<file path="config.mk">
export PLATFORM = sky130hd
export DESIGN_NAME = dff_var_reg
export DESIGN_NICKNAME = d
export VERILOG_FILES = /design/src/rtl/dff_var_reg.sv
export SDC_FILE = /design/constraint.sdc
export NUM_CORES = 1
export LEC_CHECK = 0
export ABC_AREA = 1
export BUFFER_PORTS_ARGS = -buffer_cell sky130_fd_sc_hd__buf_4
export CAP_MARGIN = 20
export CELL_PAD_IN_SITES_DETAIL_PLACEMENT = 1
export CELL_PAD_IN_SITES_GLOBAL_PLACEMENT = 2
export CORE_ASPECT_RATIO = 1.1
export CORE_MARGIN = 3
export CORE_UTILIZATION = 23
export CTS_CLUSTER_DIAMETER = 60
export DETAILED_ROUTE_END_ITERATION = 10
export PLACE_DENSITY = 0.71
export SETUP_SLACK_MARGIN = 0.5
export SYNTH_ARGS = -nofsm -noshare
export SYNTH_HDL_FRONTEND = slang
export SYNTH_SLANG_ARGS = --single-unit
</file>
<file path="constraint.sdc">
create_clock -name clk -period 2.3 [get_ports clk]
set_input_delay 0.69 -clock clk [delete_from_list [all_inputs] [get_ports clk]]
set_output_delay 0.69 -clock clk [all_outputs]
set_load 0.03 [all_outputs]
</file>
<file path="src/rtl/dff_var_reg.sv">
// Parameterised D register built from independent per-bit flip-flop cells.
// Latency: q follows d one rising clk edge later; reset clears q asynchronously.
// Backpressure: none, because the register loads on every edge.

// 2:1 select primitive, shared with the enable-capable register variant.
module dff_mux2 (
    input  logic       sel,
    input  logic [1:0] in,
    output logic       out
);
    assign out = sel ? in[1] : in[0];
endmodule

// Single-bit positive-edge D flip-flop with its own asynchronous reset.
module dff_cell #(
    parameter logic RESET_BIT = 1'b0
) (
    output logic q,
    input  logic d,
    input  logic clk,
    input  logic reset
);
    logic q_q;
    logic q_d;

    always_comb begin
        q_d = d;
    end

    always_ff @(posedge clk or posedge reset) begin
        if (reset) begin
            q_q <= RESET_BIT;
        end else begin
            q_q <= q_d;
        end
    end

    assign q = q_q;
endmodule

module dff_var_reg #(
    parameter int               WIDTH       = 64,
    parameter logic [WIDTH-1:0] RESET_VALUE = '0
) (
    output logic [WIDTH-1:0] q,
    input  logic [WIDTH-1:0] d,
    input  logic             clk,
    input  logic             reset
);
    if (WIDTH < 1) begin : g_width_check
        $error("dff_var_reg: WIDTH must be at least 1");
    end

    logic [WIDTH-1:0] cell_d;

    // sel is tied high so d always loads; in[0] carries the hold path an enable would pick.
    for (genvar i = 0; i < WIDTH; i++) begin : g_bit
        dff_mux2 u_mux (
            .sel (1'b1),
            .in  ({d[i], q[i]}),
            .out (cell_d[i])
        );

        dff_cell #(
            .RESET_BIT (RESET_VALUE[i])
        ) u_cell (
            .q     (q[i]),
            .d     (cell_d[i]),
            .clk   (clk),
            .reset (reset)
        );
    end
endmodule

</file>
==> results of run 1 <==
## power breakdown
part / switching [mW] / internal, mW
registers: 0.0160 / 1.18
logic: 0.181 / 0.144
clock network: 0.366 / 0.430
## Yosys cell counts
cell type | number | area share [%]
inv_1 | 1 | 0.18
dfrtp_1 | 64 | 77
buf_4 | 64 | 23
## cells by family (layout without fill, tap and decap cells)
logic type	count (synthesis)	count (layout)	synth area share, %
flip-flops	64	64	76.78
buffers and inverters	65	144	23.22
## layout make-up
type | count | area, um^2 | area share (%)
Inverter | 1 | 7.507 | 0.2592
Tap cell | 111 | 138.9 | 4.795
Timing Repair Buffer | 130 | 988.4 | 34.13
Clock buffer | 12 | 155.1 | 5.356
Clock inverter | 1 | 5.005 | 0.1728
Sequential cell | 64 | 1602 | 55.29
## layout by cell type, fill, tap and decap left out
cell / Yosys / final
buf_12: 0 / 1
clkbuf_1: 0 / 1
clkinv_2: 0 / 1
clkinvlp_4: 0 / 1
clkbuf_8: 0 / 11
dfrtp_1: 64 / 64
buf_4: 64 / 129
## stage by stage
stage	std cells	area [um^2]	utilization [%]	hold WS, ps
finish	319	2897	33.75	436.4
global route	319	2897	33.75	429.7
CTS	319	2897	33.75	441.9
detailed placement	306	2736	31.88	800.3
global placement	306	2736	31.88	799.2
floorplan	129	2090	-	721.4
## per-layer routing
layer / up-vias / share of wire [%] / routed length (um) / GRT usage, %
li1: 476 / - / - / -
met1: 537 / 33 / 1419 / 8.135
met2: 71 / 57 / 2465 / 15.63
met3: 9 / 8.9 / 387 / 4.765
met4: 0 / 2.0 / 86 / 4.814
met5: - / 0 / 0 / 0
## path summary, 6_finish.rpt
check                                     end               start  depth (start not counted)
min in group clk           g_bit[54].u_cell.q               d[54]                          1
hold / removal             g_bit[12].u_cell.q               reset                          3
setup / recovery                        q[16]  g_bit[16].u_cell.q                          1
max in group asynchronous  g_bit[10].u_cell.q               reset                          3
==> results.py, run 1 <==
metrics = {
    "status": {
        "outcome": "finished clean",
    },
    "power_and_ir_drop": {
        "p_leak_nw": 1.459,
        "finalPower_mw": 2.320,
        "peakVddDrop_uv": 333.9,
        "power_density_nw_per_um2": 801.1,
    },
    "placed_design": {
        "place_ws_ps": 1082,
        "place_congestion": 0.6435,
        "numPortBuffers": 129,
    },
    "clocking": {
        "cts.sinks": 64,
        "cts_setup_buffers": 0,
        "clk_path_buf_depth": 2,
        "root_buffer": "clkbuf_8",
        "cts_resized": 0,
        "tritoncts": "done",
        "cts-buffers-inserted": 9,
        "clk_pin_slew_ps": 60,
        "postCtsHoldBufs": 0,
        "h-tree-depth": 3,
    },
    "setup_path": {
        "crit_buf_inv": 1,
        "cp-end-kind": "output port",
        "worstSetupStartpointType": "flop",
        "worstPathMaxFanout": 1,
        "crit_family": "flip-flops",
        "cp_cell_sequence": "buf_4",
        "cp_slowest_cell": "dfrtp_1",
        "worst-setup-path-type": "flop to output port",
        "cp_slowest_stage_delay_ps": 380,
        "crit_arrival_ps": 880,
        "critPathRequiredTime_ps": 1610,
    },
    "synth": {
        "seq_area_frac_synth_pct": 76.78,
        "synth.distinct_cells": 3,
        "netlist_area_um2": 2086,
        "yosys_warnings": 0,
        "synthCells": 129,
        "synth_fp_nets": 195,
        "ys_seq_elements": 64,
        "syn_area_per_cell_um2": 16.17,
    },
    "floorplan": {
        "rows": 35,
        "core-area_um2": 8583,
        "start_util_pct": 24.30,
        "fp.dieH_um": 105.9,
        "io-pin-count": 130,
        "die_area_um2": 10250,
        "die_w_um": 96.80,
    },
    "grt": {
        "grt_pass1_vias": 1266,
        "antenna_found_initial": 0,
        "grt_max_degree": 65,
        "grt_use_total_pct": 8.866,
        "grt_pass1_wl_mm": 6.713,
        "overflow": 0,
    },
    "timing": {
        "setup_tns_ps": 0,
        "hold_viol": 0,
        "max_slew_margin_pct": 77.36,
        "slew_violations": 0,
        "setup_viol": 0,
        "grt_setup_unrepaired": "false",
        "setup_ws_ps": 731.7,
        "max_freq_mhz": 637.6,
        "fin_crit_ps": 1568,
        "fin_crit_sh_pct": 68.19,
        "worst_pin_slew_ps": 339.6,
    },
    "min_path": {
        "hold_path.class": "input port to asynchronous set/reset pin",
    },
    "layout": {
        "final_nets": 272,
        "drive_above_1_share_pct": 68.75,
        "largest_reg_flops": 64,
        "nFillCells": 933,
        "multi_input_comb_area_um2": 0,
        "multi_input_gates": 0,
        "num_antenna_cells": 0,
        "area_growth_pct": 38.87,
    },
    "flow_run": {
        "cap_violations": 0,
    },
    "routing": {
        "drc": 0,
        "num_vias": 1093,
        "routedWlPerCell_um": 13.66,
        "ant_nets": 0,
        "viasPerCell": 3.426,
        "firstDrtPassIters": 2,
        "drtIter0Drc": 11,
        "routed_wl_mm": 4.359,
    },
}
No activity file was read; power rests on OpenSTA's default activity.
==> run 2: changes to the inputs <==
--- a/config.mk
+++ b/config.mk
@@ -5,7 +5,7 @@
 export SDC_FILE = /design/constraint.sdc
 export NUM_CORES = 1
 export LEC_CHECK = 0
-export ABC_AREA = 1
+export ABC_AREA = 0
 export BUFFER_PORTS_ARGS = -buffer_cell sky130_fd_sc_hd__buf_4
 export CAP_MARGIN = 20
 export CELL_PAD_IN_SITES_DETAIL_PLACEMENT = 1
==> constraint.sdc (replaced) <==
create_clock -name clk -period 1.3 [get_ports clk]
set_input_delay 0.39 -clock clk [delete_from_list [all_inputs] [get_ports clk]]
set_output_delay 0.39 -clock clk [all_outputs]
set_load 0.03 [all_outputs]
==> run 2 against run 1 <==
Against the previous run: critical path depth stayed put; highest routed layer unchanged; clock power is 110% higher; global-route usage is 0.088 points lower; design area is 9.9% higher; critical path type unchanged.
==> results.py, run 2 (synthesis gave the netlist of run 1 again) <==
metrics = {
    "floorplan": {
        "fp.dieH_um": 105.9,
        "io-pin-count": 130,
        "start_util_pct": 24.30,
        "core-area_um2": 8583,
        "die_w_um": 96.80,
        "rows": 35,
        "die_area_um2": 10250,
    },
    "setup_path": {
        "cp_slowest_cell": "dfrtp_1",
        "cp_slowest_stage_delay_ps": 390,
        "worstPathMaxFanout": 1,
        "crit_buf_inv": 1,
        "cp_cell_sequence": "buf_6",
        "crit_arrival_ps": 850,
        "worst-setup-path-type": "flop to output port",
        "worstSetupStartpointType": "flop",
        "critPathRequiredTime_ps": 910,
        "crit_family": "flip-flops",
        "cp-end-kind": "output port",
    },
    "grt": {
        "grt_pass1_vias": 1231,
        "grt_use_total_pct": 8.779,
        "grt_pass1_wl_mm": 6.617,
        "grt_max_degree": 37,
        "antenna_found_initial": 0,
        "overflow": 0,
    },
    "power_and_ir_drop": {
        "p_leak_nw": 1.557,
        "power_density_nw_per_um2": 1408,
        "peakVddDrop_uv": 587.6,
    },
    "clocking": {
        "root_buffer": "clkbuf_8",
        "tritoncts": "done",
        "clk_pin_slew_ps": 70,
        "cts.sinks": 64,
        "h-tree-depth": 3,
        "cts_setup_buffers": 0,
        "clk_path_buf_depth": 2,
        "cts-buffers-inserted": 9,
        "postCtsHoldBufs": 0,
    },
    "routing": {
        "routedWlPerCell_um": 13.45,
        "viasPerCell": 3.427,
        "drc": 0,
        "ant_nets": 0,
        "drtIter0Drc": 21,
        "num_vias": 1107,
        "routed_wl_mm": 4.344,
        "firstDrtPassIters": 2,
    },
    "timing": {
        "fin_crit_ps": 1243,
        "setup_viol": 0,
        "hold_viol": 0,
        "slew_violations": 0,
        "fin_crit_sh_pct": 95.61,
        "max_freq_mhz": 804.6,
        "worst_pin_slew_ps": 367.4,
        "setup_ws_ps": 57.09,
        "setup_tns_ps": 0,
        "grt_setup_unrepaired": "true",
        "max_slew_margin_pct": 75.51,
    },
    "placed_design": {
        "dp_cells": 307,
        "place_congestion": 0.6567,
        "numPortBuffers": 129,
        "post_dp_cell_area_um2": 2744,
        "dp_hpwl_mm": 3.306,
        "place_ws_ps": 377.9,
    },
    "layout": {
        "num_antenna_cells": 0,
        "nFillCells": 907,
        "final_nets": 273,
        "final_common_cell": "buf_4",
        "layout_common_cells": "66 x buf_4, 64 x dfrtp_1, 64 x buf_6",
        "fin_cells": 323,
        "multi_input_comb_area_um2": 0,
        "multi_input_gates": 0,
        "area_growth_pct": 52.67,
        "fin_area_um2": 3184,
        "drive_above_1_share_pct": 68.40,
        "largest_reg_flops": 64,
    },
    "flow_run": {
        "cap_violations": 0,
    },
    "min_path": {
        "hold_path.class": "input port to asynchronous set/reset pin",
    },
    "status": {
        "outcome": "finished clean",
    },
}
run 2: cell count changes in the layout (fill, tap and decap cells not counted), sizes merged:
| cell | change |
|---|---|
| bufinv | +1 |
| clkinv | -1 |
| clkbuf | +2 |
| buf | +1 |
| clkinvlp | +1 |
run 2: timing repair:
item | 4_1_cts | 5_1_grt
setup endpoints to repair | 64 | 64
hold endpoints to repair | 0 | 0
gates resized for setup | 64 | 0
gates cloned | 0 | 0
run 2: cell type report:
type	instances	area [um^2]	area share (%)
clock buffers	14	162.7	5.108
repair buffers	131	1236	38.82
flip-flops and latches	64	1602	50.29
inverters	1	7.507	0.2358
well taps	111	138.9	4.361
clock inverters	2	37.54	1.179
run 2: worst max path at each step:
stage                                   from                 to  slack [ps]  cells after the start
after floorplan                        reset  g_bit[0].u_cell.q         220                      1
after global placement    g_bit[55].u_cell.q              q[55]         370                      1
after detailed placement   g_bit[1].u_cell.q               q[1]         380                      1
after CTS                 g_bit[37].u_cell.q              q[37]          30                      1
after global routing      g_bit[55].u_cell.q              q[55]          -4                      1
final                     g_bit[20].u_cell.q              q[20]          60                      1
run 2: per-layer routing:
| metal | up-vias | part of all wire, % | track usage [%] | wire, um |
|---|---|---|---|---|
| li1 | 482 | - | - | - |
| met2 | 70 | 56 | 15.19 | 2424 |
| met4 | 0 | 2.0 | 5.115 | 85 |
| met3 | 9 | 9.3 | 4.103 | 406 |
| met5 | - | 0 | 0 | 0 |
| met1 | 546 | 33 | 8.542 | 1428 |
run 2: stage by stage:
stage          total power [mW]  util [%]  hold slack (ps)
2_1_floorplan             2.629         -            421.4
3_3_place_gp              2.737     31.97            460.6
3_5_place_dp              2.748     31.97            461.9
4_1_cts                   4.572     37.10            98.09
5_1_grt                   4.703     37.10            99.19
6_report                  4.482     37.10            101.1
run 2: report_power, final:
| part | internal [mW] | switching [mW] |
|---|---|---|
| Combinational | 0.320 | 0.320 |
| Clock | 0.994 | 0.708 |
| Sequential | 2.09 | 0.0467 |
==> run 3: changes to the inputs <==
--- a/config.mk
+++ b/config.mk
@@ -12,10 +12,10 @@
 export CELL_PAD_IN_SITES_GLOBAL_PLACEMENT = 2
 export CORE_ASPECT_RATIO = 1.1
 export CORE_MARGIN = 3
-export CORE_UTILIZATION = 23
+export CORE_UTILIZATION = 28
 export CTS_CLUSTER_DIAMETER = 60
 export DETAILED_ROUTE_END_ITERATION = 10
-export PLACE_DENSITY = 0.71
+export PLACE_DENSITY = 0.81
 export SETUP_SLACK_MARGIN = 0.5
 export SYNTH_ARGS = -nofsm -noshare
 export SYNTH_HDL_FRONTEND = slang
==> constraint.sdc (replaced) <==
create_clock -name clk -period 1.5 [get_ports clk]
set_input_delay 0.45 -clock clk [delete_from_list [all_inputs] [get_ports clk]]
set_output_delay 0.45 -clock clk [all_outputs]
set_load 0.03 [all_outputs]
==> run 3 against run 2 <==
Against the previous run: worst hold slack improved by 120 ps; sequential power down 13%; critical path type unchanged; non-clock buffer count did not move; final cell count decreased by 8.0%; clock power about the same; combinational power down 14%; flip-flop and latch count is the same; count of clock-buffer cells in the layout is 4 lower; critical path depth unchanged; via count rose by 0.27%; sequential share of layout area rose by 0.16 points.
==> results.py, run 3 (synthesis gave the netlist of run 1 again) <==
metrics = {
    "power_and_ir_drop": {
        "internal_power_mw": 3.186,
        "p_seq_share_pct": 44.8,
        "peakVddDrop_uv": 573.5,
        "power_density_nw_per_um2": 1305,
        "p_leak_nw": 1.571,
        "netSwitchingFraction_pct": 23.08,
        "combinationalPowerShare_pct": 13.3,
        "pwr-share-clk_pct": 41.9,
        "p_sw_mw": 0.9558,
    },
    "routing": {
        "m1WireLength_mm": 1.225,
        "route.met3.wl_um": 568,
        "met2_length_mm": 2.592,
        "top_layer_used": "met4",
        "viasPerCell": 3.737,
        "firstDrtPassIters": 3,
        "routed_wl_mm": 4.506,
        "num_vias": 1110,
        "drtIter0Drc": 34,
        "routedWlPerCell_um": 15.17,
        "ant_nets": 0,
        "drc": 0,
    },
    "flow_run": {
        "cap_violations": 0,
    },
    "placed_design": {
        "place_ws_ps": 523.1,
        "place_congestion": 0.6317,
        "dp_cells": 281,
        "numPortBuffers": 129,
    },
    "layout": {
        "num_antenna_cells": 0,
        "drive_above_1_share_pct": 69.34,
        "fin_cells": 297,
        "multi_input_gates": 0,
        "area_growth_pct": 52.19,
        "seq_area_um2": 1602,
        "final_nets": 273,
        "largest_reg_flops": 64,
        "multi_input_comb_area_um2": 0,
        "nFillCells": 703,
        "layout_common_cells": "67 x buf_4, 64 x dfrtp_1, 64 x buf_6",
        "final_common_cell": "buf_4",
    },
    "floorplan": {
        "die_w_um": 88.29,
        "die_area_um2": 8522,
        "fp.dieH_um": 96.52,
        "io-pin-count": 130,
        "start_util_pct": 29.27,
        "rows": 32,
        "core-area_um2": 7127,
    },
    "grt": {
        "grt_use_total_pct": 11.35,
        "antenna_found_initial": 0,
        "grt_pass1_vias": 1277,
        "grt_max_degree": 36,
        "overflow": 0,
        "grt_pass1_wl_mm": 6.775,
    },
    "setup_path": {
        "worstPathMaxFanout": 1,
        "critPathRequiredTime_ps": 1050,
        "crit_buf_inv": 1,
        "cp_cell_sequence": "buf_6",
        "crit_arrival_ps": 860,
        "worstSetupStartpointType": "flop",
        "crit_family": "flip-flops",
        "cp_num_cells": 1,
        "worst-setup-path-type": "flop to output port",
        "cp-end-kind": "output port",
        "cp_slowest_cell": "dfrtp_1",
        "setup.worst_path.end": "q[43]",
        "cp_slowest_stage_delay_ps": 390,
        "crit_start": "g_bit[43].u_cell.q",
    },
    "clocking": {
        "root_buffer": "clkbuf_8",
        "clk_path_buf_depth": 2,
        "postCtsHoldBufs": 0,
        "cts-buffers-inserted": 9,
        "clk_pin_slew_ps": 70,
        "cts.sinks": 64,
        "tritoncts": "done",
        "h-tree-depth": 3,
    },
    "timing": {
        "setup_viol": 0,
        "max_freq_mhz": 764.5,
        "fin_crit_sh_pct": 87.21,
        "setup_ws_ps": 191.9,
        "hold_viol": 0,
        "worst_pin_slew_ps": 424.0,
        "max_slew_margin_pct": 71.74,
        "fin_crit_ps": 1308,
        "grt_setup_unrepaired": "true",
        "setup_tns_ps": 0,
        "slew_violations": 0,
    },
    "min_path": {
        "hold_path.class": "input port to asynchronous set/reset pin",
    },
    "status": {
        "outcome": "finished clean",
    },
}
## run 3: metrics by stage
step	utilization, %	instance area, um^2	total power [mW]	hold WS [ps]
after floorplan	-	2090	2.206	481.4
after global placement	37.87	2699	2.365	559.4
after detailed placement	37.87	2699	2.380	560.4
after CTS	44.54	3174	4.231	190.7
after global routing	44.54	3174	4.344	194.0
final	44.54	3174	4.141	217.3
## run 3: area by class of cell
type,instances,area share [%]
repair buffers,131,38.55
flip-flops and latches,64,50.45
clock buffers,10,4.020
inverters,1,0.2365
well taps,85,3.350
clock inverters,6,3.390
## run 3: power by group through the flow
stage	Sequential, mW	Clock, mW	Combinational, mW
floorplan	1.86	0	0.343
global route	1.86	1.90	0.583
detailed placement	1.87	0	0.507
CTS	1.86	1.81	0.562
finish	1.86	1.73	0.551
global placement	1.87	0	0.498
## run 3: worst min-delay path by stage
stage / startpoint / end / slack, ps / cells after the start
2_1_floorplan: d[0] / g_bit[0].u_cell.q / 480 / 0
3_3_place_gp: d[40] / g_bit[40].u_cell.q / 560 / 1
5_1_grt: d[5] / g_bit[5].u_cell.q / 190 / 1
3_5_place_dp: d[3] / g_bit[3].u_cell.q / 560 / 1
6_report: reset / g_bit[41].u_cell.q / 220 / 3
4_1_cts: d[27] / g_bit[27].u_cell.q / 190 / 1
## run 3: layer usage
| layer | track usage [%] | vias to the layer above |
|---|---|---|
| met5 | 0 | - |
| met4 | 7.683 | 0 |
| met3 | 6.955 | 10 |
| met2 | 18.64 | 69 |
| met1 | 10.34 | 549 |
| li1 | - | 482 |
## run 3: what timing repair did
| action | CTS | global route |
|---|---|---|
| gates resized for setup | 64 | 0 |
| setup buffers | 0 | 0 |
| setup endpoints to repair | 64 | 64 |
